==> config.mk <==
export PLATFORM = sky130hd
export DESIGN_NAME = rx_control_module
export DESIGN_NICKNAME = d
export VERILOG_FILES = /design/src/rtl/uart_pkg.sv /design/src/rtl/rx_sync_edge.sv /design/src/rtl/rx_control_module.sv
export SDC_FILE = /design/constraint.sdc
export NUM_CORES = 1
export LEC_CHECK = 0
export ABC_AREA = 1
export CAP_MARGIN = 15
export CORE_UTILIZATION = 65
export DETAILED_ROUTE_END_ITERATION = 10
export DONT_BUFFER_PORTS = 1
export PLACE_DENSITY = 0.92
export SETUP_SLACK_MARGIN = 0.4
export SYNTH_ARGS = -nofsm -noshare
export SYNTH_HDL_FRONTEND = slang
export SYNTH_HIERARCHICAL = 1
export SYNTH_SLANG_ARGS = --single-unit
==> constraint.sdc <==
create_clock -name CLK -period 4.1 [get_ports CLK]
set_clock_uncertainty 0.05 [all_clocks]
set_input_delay 0.82 -clock CLK [delete_from_list [all_inputs] [get_ports CLK]]
set_output_delay 0.82 -clock CLK [all_outputs]
set_load 0.05 [all_outputs]
==> src/rtl/uart_pkg.sv <==
// Shared UART definitions: receive-sequencer state encoding, default word size and
// the bit-rate timing constants used by the bit-rate counter, RX and TX paths.
package uart_pkg;

    typedef enum logic [2:0] {
        IDLE   = 3'd0,
        START  = 3'd1,
        DATA   = 3'd2,
        PARITY = 3'd3,
        STOP   = 3'd4
    } rx_state_t;

    localparam int DEFAULT_DATA_BITS = 8;
    localparam int BPS_PERIOD        = 100;
    localparam int BPS_MID           = 49;

endpackage

==> src/rtl/rx_sync_edge.sv <==
// Multi-flop synchroniser for an asynchronous idle-high line plus falling-edge detect.
// Flops reset to 1 so a line held low through reset is not seen as an edge.
module rx_sync_edge #(
    parameter int SYNC_STAGES = 2
) (
    input  logic CLK,
    input  logic RSTn,
    input  logic serial,
    output logic synced,
    output logic fall
);

    logic [SYNC_STAGES-1:0] sync_q;
    logic                   dly_q;

    always_ff @(posedge CLK or negedge RSTn) begin
        if (!RSTn) begin
            sync_q <= '1;
            dly_q  <= 1'b1;
        end else begin
            sync_q <= {sync_q[SYNC_STAGES-2:0], serial};
            dly_q  <= sync_q[SYNC_STAGES-1];
        end
    end

    assign synced = sync_q[SYNC_STAGES-1];
    assign fall   = dly_q & ~synced;

endmodule

==> src/rtl/rx_control_module.sv <==
// UART receive sequencer: start detect, mid-bit sampling on BPS_CLK, LSB-first assembly,
// stop check and one-cycle done/error strobes. RX_PARITY_EN adds a parity bit before stop.
module rx_control_module
    import uart_pkg::*;
#(
    parameter int DATA_BITS   = DEFAULT_DATA_BITS,
    parameter int SYNC_STAGES = 2
`ifdef RX_PARITY_EN
    ,
    parameter bit PARITY_ODD  = 1'b0
`endif
) (
    input  logic                 CLK,
    input  logic                 RSTn,
    input  logic                 RX_En_Sig,
    input  logic                 RX_Pin_In,
    input  logic                 BPS_CLK,
    output logic                 Count_Sig,
    output logic [DATA_BITS-1:0] RX_Data,
    output logic                 RX_Done_Sig,
    output logic                 RX_Err_Sig
);

    localparam int                 IDX_W    = $clog2(DATA_BITS);
    localparam logic [IDX_W-1:0]   LAST_IDX = IDX_W'(DATA_BITS - 1);

    rx_state_t              state, state_nxt;
    logic [IDX_W-1:0]       bit_idx, bit_idx_nxt;
    logic [DATA_BITS-1:0]   shift_reg, shift_nxt, data_nxt;
    logic                   done_nxt, err_nxt;
    logic                   synced, fall;
    logic                   frame_ok;

    rx_sync_edge #(.SYNC_STAGES(SYNC_STAGES)) u_sync (
        .CLK    (CLK),
        .RSTn   (RSTn),
        .serial (RX_Pin_In),
        .synced (synced),
        .fall   (fall)
    );

`ifdef RX_PARITY_EN
    logic par_bad, par_bad_nxt;

    always_ff @(posedge CLK or negedge RSTn) begin
        if (!RSTn) par_bad <= 1'b0;
        else       par_bad <= par_bad_nxt;
    end

    always_comb begin
        par_bad_nxt = par_bad;
        if (state == PARITY && BPS_CLK)
            par_bad_nxt = (synced != ((^shift_reg) ^ PARITY_ODD));
    end

    assign frame_ok = synced & ~par_bad;
`else
    assign frame_ok = synced;
`endif

    // The counter runs for the whole frame, so its request is simply "not idle".
    assign Count_Sig = (state != IDLE);

    always_comb begin
        state_nxt   = state;
        bit_idx_nxt = bit_idx;
        shift_nxt   = shift_reg;
        data_nxt    = RX_Data;
        done_nxt    = 1'b0;
        err_nxt     = 1'b0;
        case (state)
            IDLE: begin
                if (fall && RX_En_Sig) state_nxt = START;
            end
            START: begin
                if (BPS_CLK) begin
                    bit_idx_nxt = '0;
                    state_nxt   = synced ? IDLE : DATA;
                end
            end
            DATA: begin
                if (BPS_CLK) begin
                    shift_nxt[bit_idx] = synced;
                    bit_idx_nxt        = bit_idx + 1'b1;
                    if (bit_idx == LAST_IDX) begin
                        bit_idx_nxt = '0;
`ifdef RX_PARITY_EN
                        state_nxt   = PARITY;
`else
                        state_nxt   = STOP;
`endif
                    end
                end
            end
`ifdef RX_PARITY_EN
            PARITY: begin
                if (BPS_CLK) state_nxt = STOP;
            end
`endif
            STOP: begin
                if (BPS_CLK) begin
                    state_nxt = IDLE;
                    if (frame_ok) begin
                        data_nxt = shift_reg;
                        done_nxt = 1'b1;
                    end else begin
                        err_nxt  = 1'b1;
                    end
                end
            end
            default: state_nxt = IDLE;
        endcase
    end

    always_ff @(posedge CLK or negedge RSTn) begin
        if (!RSTn) begin
            state       <= IDLE;
            bit_idx     <= '0;
            shift_reg   <= '0;
            RX_Data     <= '0;
            RX_Done_Sig <= 1'b0;
            RX_Err_Sig  <= 1'b0;
        end else begin
            state       <= state_nxt;
            bit_idx     <= bit_idx_nxt;
            shift_reg   <= shift_nxt;
            RX_Data     <= data_nxt;
            RX_Done_Sig <= done_nxt;
            RX_Err_Sig  <= err_nxt;
        end
    end

endmodule

==> results.md <==
* Status: complete, no violations
* Post-synthesis sequential area ratio at 0.559
* Leakage at 0.000644 uW
* Drt initial violations at 15
* Fin. Hold Viols at 0
* Vias in the first global route at 855
* Mapped cell area at 1220 um2
* Syn_nets at 145
* First-pass GRT wire length at 3270 um
* Switch share at 0.462
* # IOs at 16
* Maximum buffer depth of the clock tree at 2
* Share of total power in the clock network at 0.134
* Core area at 1750 um2
* Ranking of synthesized cells by area: dfrtp_1 49%, nand2_1 13%, dfstp_2 6.5%
* Largest net degree at the start of global routing at 28
* Hpwl dp at 1570 um
* Leading area contributor after synthesis: dfrtp_1
* Worst R2R Start: bit_idx[0]
* Unrepaired setup endpoints after global routing: no
* Post-CTS setup buffers at 0
* Sequential share of power at 0.579
* Commonest non-fill, non-tap cell in the layout: nand2_1
* Slew HR at 0.677
* Comb power frac at 0.287
* Die W at 45.3 um
* Clock Pin Slew Worst Setup and Hold Paths at 0.13 ns
* I/O Buffers at 0
* Place WS at 2.09 ns
* Crit Path Class: flip-flop to output port
* Slew @ Worst Pin at 0.484 ns
* Setup crit end kind: output port
* Via count at 903
* Hold Buf Count CTS at 0
* Clk_lat worst skew at 0.31 ns
* H-tree depth at 1
* Clock sink count at 27
* Commonest non-fill, non-tap cells in the layout: 41 x nand2_1, 24 x dfrtp_1, 17 x inv_1
* Worst Path Max Fanout at 5
* Slew Limit Fails at 0
* R2R cell count at 8
* Detail Route Antenna Nets at 0
* Setup_tns at 0 ns
* FF+latch count, synth at 27
* Total GRT Usage at 0.227
* Setup ws final at 1.71 ns
* CP arrival at 1.52 ns
* CTS resizes at 0
* Initial Util at 0.697
* Total die area at 2050 um2
* Synth warn at 6
* Worst Hold Class: input port to asynchronous set/reset pin
* Antenna violations before repair at 0
* Total gr overflow at 0
* Routability cong. at 0.980
* Drt wl/cell at 12.6 um
* Max cap viols at 0
* Diode count at 0
* # setup viols final at 0
* CP Data Required Time at 3.23 ns
* Share of the synthesized area in the top cell type at 0.494
* Cell row count at 15
* Tcrit/Tclk final at 0.583
* Vias per Instance at 5.47
* Die height at 45.3 um
* Residual DRC at 0
* Flop2flop setup slack at 2.58 ns
* CTS tree: done
* FF-to-FF End: state[0]
* CP startpoint kind: flip-flop
* TritonRoute pass-1 iters at 4
* Mean post-synth cell area at 8.81 um2
* DRT Wirelength at 2090 um
* Syn Inst Count at 138
* Nets@finish at 148
* Internal power at 436 uW
* Worst IR Drop VDD at 0.403 mV
* P per Cell Area at 644 nW/um2
* Tmin final at 2.39 ns
* Area grow syn2layout at 3.40%
* Number of CTS-inserted buffers at 3
* Fmax at 0.418 GHz
* Layout cell share with drive strength beyond 1 at 0.150
* Switching pwr at 374 uW
* Unique masters post-synth at 19
* CTS root buf: clkbuf_4
## cell type report
type | count | area [um2]
Sequential cell | 27 | 679
Fill cell | 117 | 488
Multi-Input combinational cell | 89 | 445
Inverter | 20 | 75.1
Tap cell | 25 | 31.3
Clock buffer | 4 | 26.3
## critical path: stages, from the launching register on
cell	delay [ns]
dfrtp_1	0.46
nor3_1	0.40
inv_1	0.35
## metal layers
metal / vias up / GRT usage / wire (um)
li1: 433 / - / -
met1: 422 / 0.249 / 873
met2: 40 / 0.391 / 1040
met3: 8 / 0.0480 / 103
met4: 0 / 0.152 / 67
met5: - / 0 / 0
## worst max path at each step
| stage | to | from | slack (ns) | cells after the start |
|---|---|---|---|---|
| 2_1_floorplan | Count_Sig | state[0] | 2.28 | 2 |
| 3_3_place_gp | Count_Sig | state[0] | 2.26 | 2 |
| 3_5_place_dp | Count_Sig | state[0] | 2.09 | 2 |
| 4_1_cts | Count_Sig | state[0] | 1.73 | 2 |
| 5_1_grt | Count_Sig | state[0] | 1.59 | 2 |
| 6_report | Count_Sig | state[0] | 1.71 | 2 |
## cells by family (layout without fill, tap and decap cells)
kind of cell | after synthesis | count (layout) | share of synthesized area
AOI/OAI and AO/OA | 16 | 16 | 0.0844
adders and majority gates | 2 | 2 | 0.0206
buffers and inverters | 22 | 24 | 0.0751
DFF | 27 | 27 | 0.559
and+or+nand+nor | 71 | 71 | 0.261
## cell usage after synthesis
library cell and n:
nor2_2 2, o21ai_2 6, dfrtp_1 24, nor3_1 2, inv_2 3, inv_1 17
buf_6 1, nand3_1 12, buf_2 1, o21ai_0 8, nand2_1 41, ha_1 2
nor2_4 1, nand4_1 1, nor2_1 9, o21ai_1 2, nand3_4 1, dfstp_2 3
nand2_2 2
## through the flow
step           instance area (um2)  hold slack [ns]   util  std cells  power, uW
4_1_cts                       1260            0.128  0.720        165        809
3_3_place_gp                  1230            0.297  0.705        161        673
5_1_grt                       1260           0.0971  0.720        165        860
2_1_floorplan                 1220            0.295      -        138        650
3_5_place_dp                  1230            0.299  0.705        161        704
6_report                      1260            0.129  0.720        165        810
## power by group through the flow
stage | clock (uW) | sequential [uW] | combinational (uW)
after CTS | 109 | 468 | 232
after global placement | 0 | 467 | 206
after detailed placement | 0 | 474 | 230
after global routing | 124 | 480 | 256
final | 108 | 469 | 233
after floorplan | 0 | 459 | 191
(Power assumes the default switching activity.)
